`config.mk`:
```
export PLATFORM = sky130hd
export DESIGN_NAME = cpu_seq
export DESIGN_NICKNAME = d
export VERILOG_FILES = /design/src/rtl/cpu_pkg.sv /design/src/rtl/alu.sv /design/src/rtl/cpu_seq.sv
export SDC_FILE = /design/constraint.sdc
export NUM_CORES = 1
export LEC_CHECK = 0
export BUFFER_PORTS_ARGS = -buffer_cell sky130_fd_sc_hd__buf_2
export CORE_ASPECT_RATIO = 0.9
export CORE_UTILIZATION = 50
export CTS_BUF_LIST = sky130_fd_sc_hd__clkbuf_8
export DETAILED_ROUTE_END_ITERATION = 10
export PLACE_DENSITY = 0.7
export SYNTH_ARGS = -nofsm -noshare
export SYNTH_HDL_FRONTEND = slang
export SYNTH_HIERARCHICAL = 1
export SYNTH_SLANG_ARGS = --single-unit
export TNS_END_PERCENT = 20
```
`constraint.sdc`:
```
create_clock -name clk -period 6.4 [get_ports clk]
set_input_delay 1.92 -clock clk [delete_from_list [all_inputs] [get_ports clk]]
set_output_delay 1.92 -clock clk [all_outputs]
set_load 0.005 [all_outputs]
```
`src/rtl/cpu_pkg.sv`:
```
// Shared definitions for the sequential Hack-style CPU: widths, IR field
// positions, FSM state encoding and the wrapping pc increment.
package cpu_pkg;

    localparam int WORD_W = 16;
    localparam int ADDR_W = 15;

    // Instruction register field positions
    localparam int IR_CI   = 15;  // 1 = C-instruction, 0 = A-instruction
    localparam int IR_A    = 12;  // a: ALU y operand is M instead of A
    localparam int IR_C_HI = 11;  // c[5:0] = zx,nx,zy,ny,f,no
    localparam int IR_C_LO = 6;
    localparam int IR_D_HI = 5;   // d[2:0] = A,D,M destinations
    localparam int IR_D_LO = 3;
    localparam int IR_D_A  = 5;
    localparam int IR_D_D  = 4;
    localparam int IR_D_M  = 3;
    localparam int IR_J_HI = 2;   // j[2:0] = lt,eq,gt
    localparam int IR_J_LO = 0;
    localparam int IR_J_NG = 2;
    localparam int IR_J_ZR = 1;
    localparam int IR_J_PS = 0;

    typedef enum logic [2:0] {
        ST_FETCH  = 3'd0,
        ST_DECODE = 3'd1,
        ST_MEM_RD = 3'd2,
        ST_EXEC   = 3'd3,
        ST_MEM_WR = 3'd4
    } state_t;

    // pc + 1, wrapping 15'h7FFF -> 15'h0000 through truncation
    function automatic logic [ADDR_W-1:0] pc_inc(input logic [ADDR_W-1:0] p);
        return p + {{(ADDR_W-1){1'b0}}, 1'b1};
    endfunction

endpackage

```
`src/rtl/alu.sv`:
```
// 16-bit Hack ALU: optional zero/negate of each operand, add or and,
// optional negate of the result, plus zero and negative flags.
module alu (
    input  logic [15:0] x,
    input  logic [15:0] y,
    input  logic        zx,
    input  logic        nx,
    input  logic        zy,
    input  logic        ny,
    input  logic        f,
    input  logic        no,
    output logic [15:0] out,
    output logic        zr,
    output logic        ng
);

    logic [15:0] x_zero;
    logic [15:0] x_neg;
    logic [15:0] y_zero;
    logic [15:0] y_neg;
    logic [15:0] f_res;

    // Operand conditioning, function select and flag generation
    always_comb begin
        x_zero = zx ? 16'h0000 : x;
        x_neg  = nx ? ~x_zero : x_zero;
        y_zero = zy ? 16'h0000 : y;
        y_neg  = ny ? ~y_zero : y_zero;
        f_res  = f ? (x_neg + y_neg) : (x_neg & y_neg);
        out    = no ? ~f_res : f_res;
        zr     = (out == 16'h0000);
        ng     = out[15];
    end

endmodule

```
`src/rtl/cpu_seq.sv`:
```
// Multi-cycle Hack-style CPU with separate req/ack instruction and data
// buses. Instructions go FETCH -> DECODE -> [MEM_RD] -> EXEC -> [MEM_WR].
module cpu_seq
    import cpu_pkg::*;
#(
    parameter logic [14:0] RESET_PC = 15'h0000
) (
    input  logic        clk,
    input  logic        reset,
    output logic        instr_req,
    output logic [14:0] instr_addr,
    input  logic [15:0] instr_rdata,
    input  logic        instr_ack,
    output logic        mem_req,
    output logic        mem_we,
    output logic [14:0] mem_addr,
    output logic [15:0] mem_wdata,
    input  logic [15:0] mem_rdata,
    input  logic        mem_ack,
    output logic [14:0] pc
);

    state_t              state_reg;
    state_t              state_next;

    logic [WORD_W-1:0]   a_reg;
    logic [WORD_W-1:0]   d_reg;
    logic [WORD_W-1:0]   ir_reg;
    logic [WORD_W-1:0]   m_reg;
    logic [ADDR_W-1:0]   pc_reg;
    logic [ADDR_W-1:0]   wr_addr_reg;
    logic [WORD_W-1:0]   wr_data_reg;
    logic [ADDR_W-1:0]   pc_defer_reg;

    logic [WORD_W-1:0]   alu_y;
    logic [WORD_W-1:0]   alu_out;
    logic                alu_zr;
    logic                alu_ng;
    logic [5:0]          ctl;
    logic                jump;
    logic [ADDR_W-1:0]   pc_plus;
    logic [ADDR_W-1:0]   pc_exec;
    logic                instr_done;
    logic                mem_done;

    assign ctl     = ir_reg[IR_C_HI:IR_C_LO];
    assign alu_y   = ir_reg[IR_A] ? m_reg : a_reg;
    assign pc_plus = pc_inc(pc_reg);

    alu u_alu (
        .x   (d_reg),
        .y   (alu_y),
        .zx  (ctl[5]),
        .nx  (ctl[4]),
        .zy  (ctl[3]),
        .ny  (ctl[2]),
        .f   (ctl[1]),
        .no  (ctl[0]),
        .out (alu_out),
        .zr  (alu_zr),
        .ng  (alu_ng)
    );

    // Jump decision and next pc as seen from EXEC (target is pre-EXEC A)
    always_comb begin
        jump    = (ir_reg[IR_J_NG] & alu_ng)
                | (ir_reg[IR_J_ZR] & alu_zr)
                | (ir_reg[IR_J_PS] & ~alu_zr & ~alu_ng);
        pc_exec = jump ? a_reg[ADDR_W-1:0] : pc_plus;
    end

    // Transfer completion: only counts while the matching request is up
    always_comb begin
        instr_done = instr_req & instr_ack;
        mem_done   = mem_req & mem_ack;
    end

    // FSM state register
    always_ff @(posedge clk or posedge reset) begin
        if (reset) begin
            state_reg <= ST_FETCH;
        end else begin
            state_reg <= state_next;
        end
    end

    // FSM next-state logic
    always_comb begin
        state_next = state_reg;
        case (state_reg)
            ST_FETCH:  if (instr_done) state_next = ST_DECODE;
            ST_DECODE: begin
                if (!ir_reg[IR_CI])    state_next = ST_FETCH;
                else if (ir_reg[IR_A]) state_next = ST_MEM_RD;
                else                   state_next = ST_EXEC;
            end
            ST_MEM_RD: if (mem_done) state_next = ST_EXEC;
            ST_EXEC:   state_next = ir_reg[IR_D_M] ? ST_MEM_WR : ST_FETCH;
            ST_MEM_WR: if (mem_done) state_next = ST_FETCH;
            default:   state_next = ST_FETCH;
        endcase
    end

    // FSM outputs; instr_req is gated by reset so nothing is requested while held
    always_comb begin
        instr_req  = (state_reg == ST_FETCH) & ~reset;
        instr_addr = pc_reg;
        pc         = pc_reg;
        mem_req    = 1'b0;
        mem_we     = 1'b0;
        mem_addr   = '0;
        mem_wdata  = '0;
        case (state_reg)
            ST_MEM_RD: begin
                mem_req  = 1'b1;
                mem_addr = a_reg[ADDR_W-1:0];
            end
            ST_MEM_WR: begin
                mem_req   = 1'b1;
                mem_we    = 1'b1;
                mem_addr  = wr_addr_reg;
                mem_wdata = wr_data_reg;
            end
            default: ;
        endcase
    end

    // Datapath registers, updated according to the current state
    always_ff @(posedge clk or posedge reset) begin
        if (reset) begin
            a_reg        <= '0;
            d_reg        <= '0;
            ir_reg       <= '0;
            m_reg        <= '0;
            pc_reg       <= RESET_PC;
            wr_addr_reg  <= '0;
            wr_data_reg  <= '0;
            pc_defer_reg <= '0;
        end else begin
            case (state_reg)
                ST_FETCH: begin
                    if (instr_done) ir_reg <= instr_rdata;
                end
                ST_DECODE: begin
                    if (!ir_reg[IR_CI]) begin
                        a_reg  <= {1'b0, ir_reg[ADDR_W-1:0]};
                        pc_reg <= pc_plus;
                    end
                end
                ST_MEM_RD: begin
                    if (mem_done) m_reg <= mem_rdata;
                end
                ST_EXEC: begin
                    if (ir_reg[IR_D_D]) d_reg <= alu_out;
                    if (ir_reg[IR_D_A]) a_reg <= alu_out;
                    if (ir_reg[IR_D_M]) begin
                        // Capture write address/data from pre-EXEC A and hold the pc
                        wr_addr_reg  <= a_reg[ADDR_W-1:0];
                        wr_data_reg  <= alu_out;
                        pc_defer_reg <= pc_exec;
                    end else begin
                        pc_reg <= pc_exec;
                    end
                end
                ST_MEM_WR: begin
                    if (mem_done) pc_reg <= pc_defer_reg;
                end
                default: ;
            endcase
        end
    end

endmodule

```
======== Yosys cells after proc, flatten, opt, wreduce, memory -nomap -nowiden ========
Cells that the tools add are included.
word-level totals
  input port bits ......................... 36
  flip-flop bits (word level) ............. 128
  word-level logic and storage cells ...... 75
cells by class
  reductions and logical operators ........ 12
  add/sub/neg operators ................... 2
  eq/ne operators ......................... 10
  bitwise logic cells ..................... 16
  muxes and demuxes ....................... 26
operators with widths
  cell                     number
  $mux W16                 10
  $mux W15                 4
  $not A16 Y16             3
  $pmux W15 S3             1
  $pmux W16 S2             1
  $pmux W15 S2             1
  $add A16 B16 Y16         1
  $and A16 B16 Y16         1
  $logic_not A16 Y1        1
  $add A15 B1 Y15 const B  1
  $pmux W3 S5              1
  $mux W3                  4
  $ne A2 B2 Y1 const B     6
  $reduce_and A2 Y1        4
  $and A1 B1 Y1            7
  $eq A3 B2 Y1 const B     2
  $reduce_and A3 Y1        2
  $reduce_and A4 Y1        1
  $eq A3 B1 Y1 const B     1
  $eq A3 B3 Y1 const B     1
  $logic_not A3 Y1         1
  $mux W1                  3
  $not A1 Y1               3
  $reduce_bool A3 Y1       1
  other kinds (4)          5

======== Depth between registers and ports, before layout ========
Gate-level depths: netlist (run 1).
  depth in word-level cells ............... 16
  gate-level depth with buffers ........... 21

======== Modules after synthesis ========
Netlist (run 1), hierarchy kept.
modules (own cells, without submodules)
  module   area each (sq um)  cells each  times used  sequential area each (sq um)
  cpu_seq  6177.2             562         1           3203.1
  alu      1906.8             267         1           0.0

======== Worst setup path after synthesis (run 1) ========
OpenSTA, ideal clock, no wires.
  kind .................................... register -> register
  start ................................... register ir_reg[8]
  end ..................................... register pc_reg[11] (netlist: instr_addr[11])
  stages on the path, launching flop included .. 20
  setup time .............................. 0.121 ns
  required time ........................... 6.279 ns
  setup slack ............................. 0.848 ns
  arrival ................................. 5.431 ns
  path buffers ............................ 3
  cells stage by stage .................... dfrtp_1 -> clkbuf_1 -> clkbuf_1 -> xnor2_1 -> ha_1 -> fa_1 -> a211oi_4 -> o2111a_1 -> a311o_1 -> o21ai_0 -> or4b_1 -> a221o_1 -> or4b_1 -> nor4_2 -> nor3b_1 -> a221oi_2 -> buf_2 -> mux2i_1 -> nor2_1 -> o22a_1
between the ends
  word-level cells in the longest chain between the ends .. 13
  elaborated cells between the ends (all ways) .. 18
RTL lines
  item                                                         RTL line        RTL
  from (decl)                                                  cpu_seq.sv:28   logic [WORD_W-1:0] ir_reg;
  from (signal assigned)                                       cpu_seq.sv:142  if (instr_done) ir_reg <= instr_rdata;
  $mux W16 *                                                   alu.sv:28       y_neg = ny ? ~y_zero : y_zero;
  $add A16 B16 Y16 / $and A16 B16 Y16 (equally long branches)  alu.sv:29       f_res = f ? (x_neg + y_neg) : (x_neg & y_neg);
  $mux W16 *                                                   alu.sv:29
  $not A16 Y16                                                 alu.sv:30       out = no ? ~f_res : f_res;
  $mux W16 *                                                   alu.sv:30
  $logic_not A16 Y1 *                                          alu.sv:31       zr = (out == 16'h0000);
  via alu_zr                                                   cpu_seq.sv:37   logic alu_zr;
  $not A1 Y1                                                   cpu_seq.sv:68   | (ir_reg[IR_J_PS] & ~alu_zr & ~alu_ng);
  $and A1 B1 Y1 (2 in a row)                                   cpu_seq.sv:68
  $or A1 B1 Y1 *                                               cpu_seq.sv:68
  $mux W15 *                                                   cpu_seq.sv:69   pc_exec = jump ? a_reg[ADDR_W-1:0] : pc_plus;
  $mux W15 *                                                   cpu_seq.sv:156  if (ir_reg[IR_D_M]) begin
  $pmux W15 S3 *                                               cpu_seq.sv:140  case (state_reg)
  to (signal assigned)                                         cpu_seq.sv:147  pc_reg <= pc_plus;
  to (signal assigned)                                         cpu_seq.sv:162  pc_reg <= pc_exec;
  to (signal assigned)                                         cpu_seq.sv:166  if (mem_done) pc_reg <= pc_defer_reg;
  to (decl)                                                    cpu_seq.sv:30   logic [ADDR_W-1:0] pc_reg;
The timed path passes the listed nets; every way through them passes the cells marked *. The select of a mux whose other input is x is not followed.
A chain may end at the register's enable or synchronous reset.

======== Final worst setup path (run 1) ========
  start ................................... register ir_reg[12]
  end ..................................... register pc_reg[13] (netlist: instr_addr[13])
between the ends
  word-level cells in the longest chain between the ends .. 16
  elaborated cells between the ends (all ways) .. 21
RTL lines
  item                                                         RTL line        RTL
  $mux W16 *                                                   cpu_seq.sv:47   assign alu_y = ir_reg[IR_A] ? m_reg : a_reg;
  via alu_y[0]                                                 cpu_seq.sv:35   logic [WORD_W-1:0] alu_y;
  $mux W16 *                                                   alu.sv:27       y_zero = zy ? 16'h0000 : y;
  $not A16 Y16                                                 alu.sv:28
  $mux W16 *                                                   alu.sv:28
  $add A16 B16 Y16 / $and A16 B16 Y16 (equally long branches)  alu.sv:29
  $mux W16 *                                                   alu.sv:29
  $not A16 Y16                                                 alu.sv:30
  $mux W16 *                                                   alu.sv:30
  $logic_not A16 Y1 *                                          alu.sv:31
  via alu_zr                                                   cpu_seq.sv:37
  $not A1 Y1                                                   cpu_seq.sv:68
  $and A1 B1 Y1 (2 in a row)                                   cpu_seq.sv:68
  $or A1 B1 Y1 *                                               cpu_seq.sv:68
  $mux W15 *                                                   cpu_seq.sv:69
  $mux W15 *                                                   cpu_seq.sv:156
  $pmux W15 S3 *                                               cpu_seq.sv:140
Marked as above.

==> results of run 1 <==
## critical path, stage by stage (launching register included)
cell      delay, ns
dfrtp_1        0.53
mux2_2         0.39
nand2b_1       0.09
xnor2_1        0.07
ha_1           0.25
fa_1           0.47
a211oi_4       0.34
o2111a_1       0.25
a311o_1        0.21
o21ai_0        0.12
or4b_1         0.53
a221o_1        0.33
or4b_1         0.52
nor4_2         0.36
nor3b_1        0.13
a221oi_2       0.19
buf_4          0.18
buf_4          0.24
mux2i_1        0.24
o21ai_0        0.09
a21boi_0       0.17
## per-stage QoR
stage / util (%) / hold WS (ns) / cells
floorplan: - / 0.449 / 829
global placement: 55.4 / 0.464 / 1086
detailed placement: 55.4 / 0.466 / 1086
CTS: 57.7 / 0.484 / 1118
global route: 57.7 / 0.515 / 1118
finish: 57.7 / 0.484 / 1118
## cells in the mapped netlist (all sizes together) (4+ instances only)
master  count  area share (%)
and2        8            0.65
o31ai       4            0.37
a21o        5            0.46
nor2b       7            0.54
xor2        7            0.76
nand4       4            0.31
o211ai      9            0.84
mux2i      10             1.2
o22a        4            0.45
nand2b     39             3.0
buf        34             2.7
dfrtp     128              40
inv        15            0.70
a21oi      32             2.0
a31oi      23             1.8
nand3      12            0.80
nor4        6            0.54
nand2      82             3.9
mux2       96              13
a22o       16             1.7
o21ai      43             2.7
clkbuf     26             1.2
nor3       12            0.80
and3       16             1.2
a221oi      7            0.84
ha         17             2.6
or3         6            0.56
xnor2      56             6.1
a211oi      8             1.0
nor2       59             2.7
## routing by layer
layer | vias up | part of all wire [%] | global-route usage, %
met5 | - | 0.059 | 0
met4 | 2 | 1.2 | 7.85
met3 | 25 | 6.8 | 6.69
met2 | 247 | 42 | 38.7
met1 | 3189 | 50 | 41.7
li1 | 3093 | - | -
## area by class of cell
type	instances	area (µm²)	share of cell area, %
clock buffer	19	262	2.90
clock inverter	13	101	1.13
inverter	15	58.8	0.653
multi-input combinational	625	4510	50.0
sequential	128	3200	35.6
tap	202	253	2.81
timing repair buffer	116	623	6.92
## final timing paths
check / to / slack (ns) / depth (start not counted)
max: instr_addr[13] / 0.56 / 20
min: pc_defer_reg[14] / 0.48 / 1
max reg2reg: instr_addr[13] / 0.56 / 20
min reg2reg: pc_defer_reg[14] / 0.48 / 1
max in group asynchronous: wr_addr_reg[6] / 3.77 / 3
min in group asynchronous: ir_reg[15] / 1.63 / 2
## cell families after synthesis
kind of cell,synth area share (%)
fa+ha+maj,2.88
compound gates,14.7
flops,39.6
buf+inv,4.67
xor+xnor,6.83
mux,14.6
simple gates,16.7
==> results.py, run 1 <==
metrics = {
    "worst_setup_path": {
        "start_kind": "flip-flop",
        "crit_arrival_ns": 6.16,
        "end_kind": "flip-flop",
        "critPathKind": "reg2reg",
        "required_ns": 6.72,
        "rr_startpoint": "ir_reg[12]",
        "crit_fanout": 18,
        "worstSetupStartpoint": "ir_reg[12]",
    },
    "floorplan": {
        "die_width_um": 136,
        "num_rows": 43,
        "ios": 100,
        "die-area_um2": 16700,
        "core-area_um2": 15600,
        "start_util_pct": 51.8,
        "die-height_um": 123,
    },
    "drt": {
        "detail_route.wl_per_cell_um": 19.7,
        "dr.pass1.iters": 5,
        "vias_per_cell": 5.86,
        "drc": 0,
        "totalWireLength_um": 22000,
        "final_antenna_net_count": 0,
        "drt_iter0_markers": 645,
        "vias": 6556,
    },
    "cts": {
        "clockRootBuffer": "clkbuf_8",
        "clkLatencyLatePin_ns": 0.46,
        "cts_buffer_depth": 2,
        "htree_num_levels": 4,
        "postCtsSetupBuffers": 0,
        "clkTransAtPathRegs_ns": 0.08,
        "cts-resized-gates": 0,
        "cts_hold_buf": 0,
        "cts_tree": "done",
        "cts_buffers": 17,
        "cts_sinks": 128,
    },
    "grt": {
        "grt_util_all_layers_pct": 27.6,
        "grt_max_degree": 64,
        "grt-ovfl-total": 0,
        "grt_pass1_wl_um": 34100,
        "antenna_found_initial": 1,
        "grt_pass1_vias": 6042,
    },
    "synthesis": {
        "synth-seq-cells": 128,
        "syn-num-nets": 883,
        "ys_async_sr_fraction_pct": 100,
        "netlist_instances": 829,
        "synth_ff_type": "dfrtp_1",
        "synth_edf_count": 0,
        "syn_avg_cell_area_um2": 9.75,
        "synthesis.area_um2": 8080,
        "ys_warn_count": 6,
        "synth.yosys.seq_area_share_pct": 39.6,
        "ys_types": 73,
    },
    "sta": {
        "rsz0062_at_grt": "no",
        "skew_ns": 0.0197,
        "maxSlewHeadroom_pct": 29.7,
        "fmax_mhz": 171,
        "min_period_ns": 5.84,
        "finalSetupTns_ns": 0,
        "fin_crit_sh_pct": 91.2,
        "setup_viol": 0,
        "slew_violations": 0,
        "hold_viol": 0,
        "setup_slack_ns": 0.565,
        "tightest_slew_ns": 1.05,
    },
    "finish": {
        "drive_gt1_share_pct": 28.5,
        "final_area_um2": 9010,
        "mostFrequentLayoutCells": "dfrtp_1, buf_2, mux2_2",
        "fillers": 1374,
        "antennaDiodeCount": 0,
        "final_nets": 957,
        "final_common_cell": "dfrtp_1",
        "syn2layout_area_growth_pct": 11.4,
    },
    "worst_hold_path": {
        "hold_start": "pc_defer_reg[14]",
        "hp-class": "reg2reg",
    },
    "placed_design": {
        "post_dp_cell_area_um2": 8640,
        "portBuffers": 99,
        "post-place-ws_ns": 0.675,
        "dp_hpwl_um": 15700,
        "routabilityCongestion": 0.957,
    },
    "run": {
        "drv_cap": 0,
    },
    "status": {
        "run_status": "completed",
    },
}
Power of run 1 is not shown: default switching activity piles up to over one toggle a cycle in this logic, so the estimate is an artifact.
==> run 2, diff against run 1 <==
- PLACE_DENSITY: 0.7 -> 0.79
- SKIP_CTS_REPAIR_TIMING: unset -> 1
==> run 2 against run 1 <==
Compared with the run above:
- critical path depth shrank 1
- flip-flop and latch count unchanged
- first-iteration DRC count is 10% higher
==> results.py, run 2 (synthesized netlist as in run 1, its figures left out) <==
metrics = {
    "drt": {
        "vias_per_cell": 5.97,
        "detail_route.wl_per_cell_um": 19.7,
        "dr.pass1.iters": 5,
        "final_antenna_net_count": 0,
        "drt_iter0_markers": 711,
        "vias": 6662,
        "totalWireLength_um": 21900,
        "drc": 0,
    },
    "floorplan": {
        "die-height_um": 123,
        "num_rows": 43,
        "start_util_pct": 51.8,
        "die-area_um2": 16700,
        "ios": 100,
        "core-area_um2": 15600,
        "die_width_um": 136,
    },
    "grt": {
        "grt_pass1_vias": 6015,
        "grt_util_all_layers_pct": 27.5,
        "grt_max_degree": 67,
        "antenna_found_initial": 0,
        "grt_pass1_wl_um": 34400,
        "grt-ovfl-total": 0,
    },
    "finish": {
        "final_nets": 954,
        "final_util_pct": 58.4,
        "final_area_um2": 9100,
        "mostFrequentLayoutCells": "dfrtp_1, buf_2, mux2_2",
        "final_common_cell": "dfrtp_1",
        "antennaDiodeCount": 0,
        "syn2layout_area_growth_pct": 12.6,
        "drive_gt1_share_pct": 28.8,
    },
    "sta": {
        "slew_violations": 0,
        "fmax_mhz": 171,
        "setup_slack_ns": 0.537,
        "hold_viol": 0,
        "skew_ns": 0.00882,
        "finalSetupTns_ns": 0,
        "min_period_ns": 5.86,
        "setup_viol": 0,
        "rsz0062_at_grt": "no",
        "fin_crit_sh_pct": 91.6,
        "tightest_slew_ns": 1.22,
        "maxSlewHeadroom_pct": 18.6,
    },
    "worst_setup_path": {
        "slowest_stage": "or4b_1",
        "r2r-end": "instr_addr[0]",
        "crit_arrival_ns": 6.16,
        "r2r_cells": 19,
        "crit_buf_inv": 1,
        "crit_fanout": 13,
        "rr_startpoint": "ir_reg[12]",
        "critPathKind": "reg2reg",
        "cp_slowest_stage_delay_ns": 0.55,
        "worstSetupStartpoint": "ir_reg[12]",
        "crit_chain": "buf_4, mux2_2, nand2b_1, xnor2_1, ha_1, a21oi_1, nand3_1, mux2i_1, o21ai_0, or4b_1, a221o_1, or4b_1, nor4_2, nor3b_1, a221o_1, nand2_1, o21ai_0, a221oi_1, a21oi_1",
        "cp_top_family": "compound AO/OA/AOI/OAI gates",
        "required_ns": 6.69,
        "end_kind": "flip-flop",
        "path_depth": 19,
        "crit_end": "instr_addr[0]",
        "start_kind": "flip-flop",
        "reg2reg_slack_ns": 0.54,
    },
    "placed_design": {
        "post_dp_cell_area_um2": 8620,
        "post-place-ws_ns": 0.643,
        "routabilityCongestion": 0.960,
        "dp_hpwl_um": 15700,
        "portBuffers": 99,
    },
    "cts": {
        "clkLatencyLatePin_ns": 0.45,
        "cts_tree": "done",
        "htree_num_levels": 4,
        "clkTransAtPathRegs_ns": 0.08,
        "cts_buffer_depth": 2,
        "cts_buffers": 17,
        "clockRootBuffer": "clkbuf_8",
        "cts_sinks": 128,
    },
    "status": {
        "run_status": "completed",
    },
    "run": {
        "drv_cap": 0,
    },
    "worst_hold_path": {
        "hp-class": "reg2reg",
    },
}
==> run 2: cell count changes in the layout (fill, tap and decap cells not counted) <==
| cell | delta |
|---|---|
| bufinv_16 | +5 |
| inv_1 | -5 |
| buf_4 | -3 |
| clkinv_2 | +2 |
| clkinvlp_4 | -2 |
| clkbuf_8 | -1 |
| inv_6 | +1 |
==> run 2: worst reg2reg max path: stages, from the launching register on <==
cell      delay [ns]
dfrtp_1         0.52
buf_4           0.27
mux2_2          0.35
nand2b_1        0.08
xnor2_1         0.14
ha_1            0.34
a21oi_1         0.44
nand3_1         0.13
mux2i_1         0.26
o21ai_0         0.14
or4b_1          0.55
a221o_1         0.33
or4b_1          0.51
nor4_2          0.33
nor3b_1         0.13
a221o_1         0.45
nand2_1         0.13
o21ai_0         0.14
a221oi_1        0.34
a21oi_1         0.13
==> run 2: worst min path at each step <==
stage                                start          endpoint  cells past startpoint
after floorplan            pc_defer_reg[8]   pc_defer_reg[8]                      2
after global placement    pc_defer_reg[14]  pc_defer_reg[14]                      1
after detailed placement  pc_defer_reg[14]  pc_defer_reg[14]                      1
after CTS                 pc_defer_reg[14]  pc_defer_reg[14]                      1
after global routing      pc_defer_reg[14]  pc_defer_reg[14]                      1
final                     pc_defer_reg[14]  pc_defer_reg[14]                      1
==> run 2: area by class of cell <==
| cell class | count | area [µm²] |
|---|---|---|
| Clock buffer | 18 | 248 |
| Clock inverter | 14 | 236 |
| Fill cell | 1294 | 6500 |
| Inverter | 15 | 58.8 |
| Multi-Input combinational cell | 625 | 4510 |
| Sequential cell | 128 | 3200 |
| Tap cell | 202 | 253 |
| Timing Repair Buffer | 113 | 601 |
==> run 2: per-stage QoR <==
step           hold slack, ns  std cells
2_1_floorplan           0.449        829
3_3_place_gp            0.462       1083
3_5_place_dp            0.466       1083
4_1_cts                 0.484       1115
5_1_grt                 0.509       1115
6_report                0.479       1115
==> run 2: routing by layer <==
metal	GRT usage, %	vias to the layer above	wire length (µm)
met4	7.92	0	274
met3	5.70	22	1710
met1	41.3	3262	10500
li1	-	3089	-
met2	39.4	289	9470
met5	0	-	0
Power of run 2 is left out for the same reason.
==> run 3, diff against run 2 <==
- CTS_BUF_LIST: sky130_fd_sc_hd__clkbuf_8 -> sky130_fd_sc_hd__clkbuf_16
==> run 3 against run 2 <==
Compared with the run above:
- first-iteration DRC count rose by 2.7%
- clock-buffer cell count fell by 1
- flip-flop and latch count did not move
- global-route usage rose by 0.55 points
- via count rose by 1.2%
- worst hold slack improved by 0.0025 ns
- setup slack got worse by 0.021 ns
- sequential share of layout area fell by 0.69 points
- cell count did not move
- clock skew fell by 0.0011 ns
- design area rose by 2.0%
- critical path depth did not move
- critical endpoint unchanged
- highest routed layer unchanged
==> results.py, run 3 (synthesized netlist as in run 1, its figures left out) <==
metrics = {
    "sta": {
        "setup_slack_ns": 0.515,
        "setup_viol": 0,
        "skew_ns": 0.00773,
        "fin_crit_sh_pct": 92.0,
        "maxSlewHeadroom_pct": 17.3,
        "hold_viol": 0,
        "fmax_mhz": 170,
        "slew_violations": 0,
        "tightest_slew_ns": 1.24,
        "min_period_ns": 5.88,
        "rsz0062_at_grt": "no",
        "finalSetupTns_ns": 0,
    },
    "cts": {
        "cts_buffer_depth": 2,
        "clkTransAtPathRegs_ns": 0.06,
        "cts_buffers": 17,
        "htree_num_levels": 4,
        "cts_tree": "done",
        "cts_sinks": 128,
        "clkLatencyLatePin_ns": 0.43,
        "clockRootBuffer": "clkbuf_16",
    },
    "grt": {
        "grt_pass1_wl_um": 34900,
        "grt_pass1_vias": 6084,
        "grt_util_all_layers_pct": 28.0,
        "antenna_found_initial": 0,
        "grt_max_degree": 67,
        "grt-ovfl-total": 0,
    },
    "placed_design": {
        "post_dp_cell_area_um2": 8620,
        "routabilityCongestion": 0.960,
        "portBuffers": 99,
        "post-place-ws_ns": 0.643,
        "dp_hpwl_um": 15700,
    },
    "finish": {
        "seqCellArea_um2": 3200,
        "multi_input_area_um2": 4510,
        "final_common_cell": "dfrtp_1",
        "mostFrequentLayoutCells": "dfrtp_1, buf_2, mux2_2",
        "final_nets": 954,
        "syn2layout_area_growth_pct": 14.9,
        "final_area_um2": 9290,
        "fillers": 1277,
        "antennaDiodeCount": 0,
        "drive_gt1_share_pct": 28.7,
        "final_util_pct": 59.5,
    },
    "floorplan": {
        "ios": 100,
        "die_width_um": 136,
        "die-height_um": 123,
        "die-area_um2": 16700,
        "core-area_um2": 15600,
        "start_util_pct": 51.8,
        "num_rows": 43,
    },
    "worst_setup_path": {
        "required_ns": 6.67,
        "start_kind": "flip-flop",
        "critPathKind": "reg2reg",
        "crit_arrival_ns": 6.16,
        "crit_fanout": 13,
        "end_kind": "flip-flop",
    },
    "worst_hold_path": {
        "hp-class": "reg2reg",
    },
    "drt": {
        "detail_route.wl_per_cell_um": 20.0,
        "totalWireLength_um": 22300,
        "drt_iter0_markers": 730,
        "dr.pass1.iters": 5,
        "vias_per_cell": 6.04,
        "vias": 6739,
        "final_antenna_net_count": 0,
        "drc": 0,
    },
    "run": {
        "drv_cap": 0,
    },
    "status": {
        "run_status": "completed",
    },
}
## run 3: metrics by stage
step,hold slack (ns),instances
floorplan,0.449,829
global placement,0.462,1083
detailed placement,0.466,1083
CTS,0.479,1115
global route,0.503,1115
finish,0.482,1115
## run 3: cell type report
type | count | area share [%]
Timing Repair Buffer | 113 | 6.47
Clock buffer | 17 | 4.58
Tap cell | 202 | 2.72
Multi-Input combinational cell | 625 | 48.5
Clock inverter | 15 | 2.59
Sequential cell | 128 | 34.5
Inverter | 15 | 0.633
## run 3: worst max-delay path: stages, from the launching register on
cell and delay [ns]:
dfrtp_1 0.51, buf_4 0.27, mux2_2 0.35, nand2b_1 0.08, xnor2_1 0.14, ha_1 0.34
a21oi_1 0.43, nand3_1 0.13, mux2i_1 0.26, o21ai_0 0.15, or4b_1 0.55, a221o_1 0.33
or4b_1 0.51, nor4_2 0.34, nor3b_1 0.13, a221o_1 0.45, nand2_1 0.12, o21ai_0 0.16
a221oi_1 0.34, a21oi_1 0.13
## run 3: worst paths after layout
| kind | startpoint | to | slack (ns) | cells after the start |
|---|---|---|---|---|
| setup / recovery | ir_reg[12] | instr_addr[0] | 0.52 | 19 |
| min in group asynchronous | reset | ir_reg[2] | 1.67 | 2 |
| max in group asynchronous | reset | a_reg[8] | 3.67 | 3 |
| hold / removal | pc_defer_reg[14] | pc_defer_reg[14] | 0.48 | 1 |
| setup reg to reg | ir_reg[12] | instr_addr[0] | 0.52 | 19 |
| hold reg to reg | pc_defer_reg[14] | pc_defer_reg[14] | 0.48 | 1 |
## run 3: layer usage
metal	share of wire [%]	up-vias	track usage, %
li1	-	3100	-
met1	47	3309	41.2
met2	43	297	40.3
met3	7.6	33	6.98
met4	1.7	0	8.40
met5	0	-	0
Power of run 3 is left out for the same reason.
